### src/rtl/relu_maxpool_2x2_if.sv
// Stream bundle between the convolution engine, the ReLU/max-pool stage and its consumer.
interface relu_maxpool_2x2_if #(
  parameter int IN_W = 22
);
  logic                   start_signal;
  logic signed [IN_W-1:0] in_data;
  logic                   in_valid;
  logic                   in_done;
  logic [7:0]             pool_out;
  logic                   pool_valid;
  logic                   done_signal;
  logic                   frame_err;

  modport master (
    output start_signal, in_data, in_valid, in_done,
    input  pool_out, pool_valid, done_signal, frame_err
  );

  modport slave (
    input  start_signal, in_data, in_valid, in_done,
    output pool_out, pool_valid, done_signal, frame_err
  );
endinterface

### src/rtl/relu_maxpool_2x2.sv
// ReLU + shift/saturate requantization to u8, then 2x2 stride-2 max pooling over a
// row-major result stream, using one half-width row buffer.
module relu_maxpool_2x2 #(
  parameter int FMAP_W = 30,
  parameter int FMAP_H = 30,
  parameter int IN_W   = 22,
  parameter int SHIFT  = 4
) (
  input logic               clk,
  input logic               rst,
  relu_maxpool_2x2_if.slave bus
);
  localparam int CW = (FMAP_W / 2 > 1) ? $clog2(FMAP_W / 2) : 1;
  localparam int XW = CW + 1;
  localparam int YW = (FMAP_H > 2) ? $clog2(FMAP_H) : 1;

  typedef enum logic [1:0] {
    S_IDLE = 2'd0,
    S_RUN  = 2'd1,
    S_DONE = 2'd2
  } state_t;

  function automatic logic [7:0] quant(input logic signed [IN_W-1:0] v);
    logic [IN_W-1:0] s;
    if (v[IN_W-1]) begin
      s = '0;
    end else begin
      s = $unsigned(v) >> SHIFT;
    end
    if (s > IN_W'(255)) begin
      quant = 8'd255;
    end else begin
      quant = s[7:0];
    end
  endfunction

  function automatic logic [7:0] max8(input logic [7:0] a, input logic [7:0] b);
    max8 = (a > b) ? a : b;
  endfunction

  state_t          state_q, state_d;
  logic [XW-1:0]   x_q, x_d;
  logic [YW-1:0]   y_q, y_d;
  logic [7:0]      hold_q, hold_d;
  logic [7:0]      pool_out_q, pool_out_d;
  logic            pool_valid_q, pool_valid_d;
  logic            done_q, done_d;
  logic            err_q, err_d;
  logic [7:0]      row_buf_q [FMAP_W/2];

  logic [7:0]      q_s;
  logic [7:0]      hmax_s;
  logic [CW-1:0]   col_s;
  logic            last_s;
  logic            row_wr_s;

  assign q_s    = quant(bus.in_data);
  assign hmax_s = max8(hold_q, q_s);
  assign col_s  = x_q[XW-1:1];
  assign last_s = (x_q == XW'(FMAP_W - 1)) && (y_q == YW'(FMAP_H - 1));

  // Next-state, counter, pairing and output computation.
  always_comb begin
    state_d      = state_q;
    x_d          = x_q;
    y_d          = y_q;
    hold_d       = hold_q;
    pool_out_d   = pool_out_q;
    pool_valid_d = 1'b0;
    done_d       = 1'b0;
    err_d        = err_q;
    row_wr_s     = 1'b0;
    case (state_q)
      S_IDLE: begin
        x_d = '0;
        y_d = '0;
        if (bus.start_signal) begin
          state_d = S_RUN;
          err_d   = 1'b0;
        end else begin
          state_d = S_IDLE;
        end
      end
      S_RUN: begin
        if (bus.in_valid) begin
          if (!x_q[0]) begin
            hold_d = q_s;
          end else if (!y_q[0]) begin
            row_wr_s = 1'b1;
          end else begin
            pool_out_d   = max8(row_buf_q[col_s], hmax_s);
            pool_valid_d = 1'b1;
          end
          if (x_q == XW'(FMAP_W - 1)) begin
            x_d = '0;
            y_d = (y_q == YW'(FMAP_H - 1)) ? '0 : y_q + YW'(1);
          end else begin
            x_d = x_q + XW'(1);
          end
        end else begin
          x_d = x_q;
        end
        // A done pulse only counts as an error when it is not the final element's own cycle.
        if (bus.in_valid && last_s) begin
          state_d = S_DONE;
          done_d  = 1'b1;
        end else if (bus.in_done) begin
          state_d = S_DONE;
          done_d  = 1'b1;
          err_d   = 1'b1;
        end else begin
          state_d = S_RUN;
        end
      end
      S_DONE: begin
        state_d = S_IDLE;
        x_d     = '0;
        y_d     = '0;
      end
      default: begin
        state_d = S_IDLE;
        x_d     = '0;
        y_d     = '0;
      end
    endcase
  end

  // Control and output registers.
  always_ff @(posedge clk or negedge rst) begin
    if (!rst) begin
      state_q      <= S_IDLE;
      x_q          <= '0;
      y_q          <= '0;
      hold_q       <= 8'd0;
      pool_out_q   <= 8'd0;
      pool_valid_q <= 1'b0;
      done_q       <= 1'b0;
      err_q        <= 1'b0;
    end else begin
      state_q      <= state_d;
      x_q          <= x_d;
      y_q          <= y_d;
      hold_q       <= hold_d;
      pool_out_q   <= pool_out_d;
      pool_valid_q <= pool_valid_d;
      done_q       <= done_d;
      err_q        <= err_d;
    end
  end

  // Row buffer: every entry is rewritten on an even row before its odd-row read.
  always_ff @(posedge clk) begin
    if (row_wr_s) begin
      row_buf_q[col_s] <= hmax_s;
    end
  end

  assign bus.pool_out    = pool_out_q;
  assign bus.pool_valid  = pool_valid_q;
  assign bus.done_signal = done_q;
  assign bus.frame_err   = err_q;
endmodule
### src/flat_wrapper.sv
// flat-port wrapper written by rule: the top's interface ports become plain ports
module relu_maxpool_2x2_flat 
#(
  parameter int FMAP_W = 30,
  parameter int FMAP_H = 30,
  parameter int IN_W   = 22,
  parameter int SHIFT  = 4
)
  (clk, rst, bus_start_signal, bus_in_data, bus_in_valid, bus_in_done, bus_pool_out, bus_pool_valid, bus_done_signal, bus_frame_err);
  relu_maxpool_2x2_if #(.IN_W(IN_W)) bus_i ();
  input logic clk;
  input logic rst;
  input wire logic [$bits(bus_i.start_signal)-1:0] bus_start_signal;
  input wire logic [$bits(bus_i.in_data)-1:0] bus_in_data;
  input wire logic [$bits(bus_i.in_valid)-1:0] bus_in_valid;
  input wire logic [$bits(bus_i.in_done)-1:0] bus_in_done;
  output wire logic [$bits(bus_i.pool_out)-1:0] bus_pool_out;
  output wire logic [$bits(bus_i.pool_valid)-1:0] bus_pool_valid;
  output wire logic [$bits(bus_i.done_signal)-1:0] bus_done_signal;
  output wire logic [$bits(bus_i.frame_err)-1:0] bus_frame_err;
  assign bus_i.start_signal = bus_start_signal;
  assign bus_i.in_data = bus_in_data;
  assign bus_i.in_valid = bus_in_valid;
  assign bus_i.in_done = bus_in_done;
  assign bus_pool_out = bus_i.pool_out;
  assign bus_pool_valid = bus_i.pool_valid;
  assign bus_done_signal = bus_i.done_signal;
  assign bus_frame_err = bus_i.frame_err;
  relu_maxpool_2x2 #(.FMAP_W(FMAP_W), .FMAP_H(FMAP_H), .IN_W(IN_W), .SHIFT(SHIFT)) u_core (.clk(clk), .rst(rst), .bus(bus_i));
endmodule
### config.mk
export PLATFORM = sky130hd
export DESIGN_NAME = relu_maxpool_2x2_flat
export DESIGN_NICKNAME = d
export VERILOG_FILES = /design/src/rtl/relu_maxpool_2x2_if.sv /design/src/rtl/relu_maxpool_2x2.sv /design/src/flat_wrapper.sv
export SDC_FILE = /design/constraint.sdc
export NUM_CORES = 1
export LEC_CHECK = 0
export BUFFER_PORTS_ARGS = -buffer_cell sky130_fd_sc_hd__buf_2
export CAP_MARGIN = 20
export CORE_MARGIN = 5
export CORE_UTILIZATION = 35
export DETAILED_ROUTE_END_ITERATION = 8
export GPL_ROUTABILITY_DRIVEN = 0
export HOLD_SLACK_MARGIN = 0.1
export PLACE_DENSITY_LB_ADDON = 0.15
export SLEW_MARGIN = 20
export SYNTH_ARGS = -nofsm -noshare
export SYNTH_HDL_FRONTEND = slang
export SYNTH_SLANG_ARGS = --single-unit
### constraint.sdc
create_clock -name clk -period 8.2 [get_ports clk]
set_input_delay 0.41 -clock clk [delete_from_list [all_inputs] [get_ports clk]]
set_output_delay 0.41 -clock clk [all_outputs]
set_load 0.02 [all_outputs]
==> impl_results.md <==
- Status: finished clean
- Worst path cell trace: buf_2, nor4_1, nand3_1, nor2_1, nor2_1, inv_1, ha_1, nor2b_1, o211ai_2, a21oi_1, o22ai_4, mux2i_1, inv_1, ha_1, nor2b_1, o211ai_1, o2111a_1, nor2_1, nand4_1, o211ai_1
- Starting DRT DRC Count: 207
- Peak per-stage delay on the critical path: 0.45 ns
- Grt ovf: 0
- Syn_area_per_cell: 15.02 µm²
- Post-Syn Area: 6729 µm²
- Vias: 3766
- # IOs: 38
- Clk slew on worst S/H paths: 0.06 ns
- Max cap viols: 0
- CTS tree: done
- # Post-CTS Setup Buffers: 0
- Post-DR vias/cell: 4.981
- Synth cell count leaders: edfxtp_1, nor2_1, dfrtp_1
- VDD IR max: 120.0 µV
- Worst-path maximum fanout: 16
- Hold crit path type: primary input to register
- Final hold vios: 0
- Sw frac: 27.28%
- Power per Cell Area: 265.6 nW/µm²
- Worst skew pair latency: 0.41 ns
- Synth warnings: 0
- Max Transition Viols Final: 0
- Layout cells sized above 1: 19.35%
- P_sw: 0.0005587 W
- Post-synthesis async set-or-reset flop share: 20.53%
- First-pass GRT wire length: 21750 µm
- Crit path kind: primary input to register
- Leakage Power: 2.743 nW
- Period utilization: 48.85%
- Synth area leader: edfxtp_1
- Row count: 50
- Syn Inst Count: 448
- Final net count: 530
- DP HPWL: 9007 µm
- Setup crit end kind: register
- RSZ-0062 raised after global routing: no
- Final setup vio count: 0
- Clock sink count: 151
- DRC viols: 0
- Primary FF master, synth: edfxtp_1
- Die H: 148.7 µm
- Top cell by count, worst path: nor2_1
- Crit path time final: 4.006 ns
- Largest net degree at the start of global routing: 52
- Number of synthesized register bits: 151
- Post-synth EDFFs: 120
- Num CTS Buffers: 17
- Die area: 22100 µm²
- ANT nets after route: 0
- Leading post-synthesis cells by cell area: edfxtp_1, dfrtp_1, mux4_1
- Rel. slew slack: 43.02%
- Slew @ Worst Pin: 0.8515 ns
- Fmax: 249.6 MHz
- Area of the core: 18830 µm²
- Max Buffers Root-to-Sink: 2
- Most frequent cell after synthesis: edfxtp_1
- Internal: 0.001489 W
- Clock Skews: 0.009498 ns
- Count of different cell masters after synthesis: 51
- Power share of the clock group: 37.9%
- Initial antenna violation count: 0
- WL/cell: 18.37 µm
- Synthesized net count: 495
- Crit-path slowest cell: nor2_1
- Vias in the first global route: 3789
- Die Span X: 148.7 µm
- IO buf count: 33
- Root buffer cell: clkbuf_16
- Yosys top cell area share: 53.55%
- WL final: 13890 µm
- H-Tree Depth: 4
- GR Util All Layers: 13.18%
- Post-Route Setup TNS: 0 ns
- Critical path data required time: 8.52 ns
- Comb power frac: 15.5%
- CP bufs+invs: 3
- Total power: 0.002048 W
- Synth-to-Final Area Change: 14.58%
- Seq/Total Area, Yosys: 65.08%
- Worst setup SP type: primary input
- WP data arrival: 4.32 ns
- Pre-antenna DRT Iters: 4
- CP delay by family, top: simple AND/OR/NAND/NOR gates
- Seq pwr share: 46.5%
- Starting density of the core: 35.73%
- # diodes: 0
[what timing repair did]
action | in CTS | in global routing
hold endpoints to repair | 31 | 0
hold buffers | 1 | 0
gates resized for setup | 0 | 0
[routing by layer]
metal  track usage [%]  routed length [µm]
met5                 0                   0
met4             3.372                  60
met2             21.62                6812
met3             3.565                 601
met1             17.46                6410
[registers in the layout (all words and copies together) (netlist names)]
register and flops:
u_core.bus.done_signal 1, u_core.hold_q 8, u_core.bus.frame_err 1, u_core.bus.pool_valid 1
u_core.y_q 5, u_core.state_q 2, u_core.row_buf_q 120, u_core.bus.pool_out 8
u_core.x_q 5
[per-stage QoR]
step	cell area [µm²]	setup slack [ns]	util, %	instances	hold slack (ns)
final	7710	4.194	40.94	756	0.2816
after global routing	7710	3.796	40.94	756	0.2821
after CTS	7710	4.214	40.94	756	0.2610
after detailed placement	7108	3.823	37.75	723	0.4833
after global placement	7108	3.909	37.75	723	0.4492
after floorplan	6729	4.647	-	448	0.1144
[cell type report]
| class | instances | area (µm²) |
|---|---|---|
| Fill cell | 1729 | 11120 |
| Sequential cell | 151 | 4380 |
| Multi-Input combinational cell | 255 | 2140 |
| Clock buffer | 17 | 425.4 |
| Tap cell | 260 | 325.3 |
| Timing Repair Buffer | 36 | 190.2 |
| Clock inverter | 15 | 166.4 |
| Inverter | 22 | 82.58 |
[layout by cell type (no fill, tap or decap), types with 5 or more instances in the layout]
cell / count
nor2_1: 46
mux4_2: 8
nand2_1: 27
edfxtp_1: 120
mux2_2: 7
mux4_1: 16
inv_1: 19
nand3_1: 10
ha_1: 20
o21ai_1: 12
nand4_1: 8
a21oi_1: 15
buf_2: 33
o21ai_0: 6
nor3_1: 5
mux2i_1: 17
dfrtp_1: 30
o211ai_1: 15
clkbuf_16: 17
inv_6: 5
o22ai_1: 8
[power by group through the flow]
stage,Combinational [W],Clock [W],Sequential (W)
floorplan,0.000217,0,0.000964
global placement,0.000311,0,0.000968
detailed placement,0.000323,0,0.000970
CTS,0.000324,0.000796,0.000954
global route,0.000360,0.000827,0.000956
finish,0.000318,0.000776,0.000953
[cell families (layout without fill, tap and decap cells)]
group           count (synthesis)  after routing  share of synthesized area [%]
buf+inv                        42             90                          3.124
compound gates                 71             71                          7.178
xor+xnor                        2              2                         0.2604
simple gates                  114            114                          8.014
mux                            48             48                          12.63
fa+ha+maj                      20             20                          3.719
flops                         151            151                          65.08
[path summary, 6_finish.rpt]
path                                                       to  slack (ns)  depth (start not counted)                         from
max in group asynchronous           u_core.x_q[1]$_DFFE_PN0P_        7.13                          2                          rst
min in group asynchronous           u_core.y_q[2]$_DFFE_PN0P_        0.58                          2                          rst
hold reg to reg                   u_core.state_q[0]$_DFF_PN0_        0.48                          1  u_core.state_q[1]$_DFF_PN0_
setup reg to reg           u_core.bus.pool_out[0]$_DFFE_PN0P_        4.61                         11    u_core.x_q[1]$_DFFE_PN0P_
setup / recovery           u_core.bus.pool_out[0]$_DFFE_PN0P_        4.19                         20              bus_in_data[14]
hold / removal               u_core.bus.done_signal$_DFF_PN0_        0.28                          3                  bus_in_done
[worst reg2reg max path, cell delays in order (launching register included)]
cell and delay (ns):
dfrtp_2 0.34, buf_4 0.54, mux4_1 0.74, o21ai_1 0.24
a21oi_1 0.15, ha_1 0.34, nor2b_1 0.15, o211ai_1 0.09
o2111a_1 0.16, nor2_1 0.45, nand4_1 0.18, o211ai_1 0.12
No activity file was read; power rests on OpenSTA's default activity.
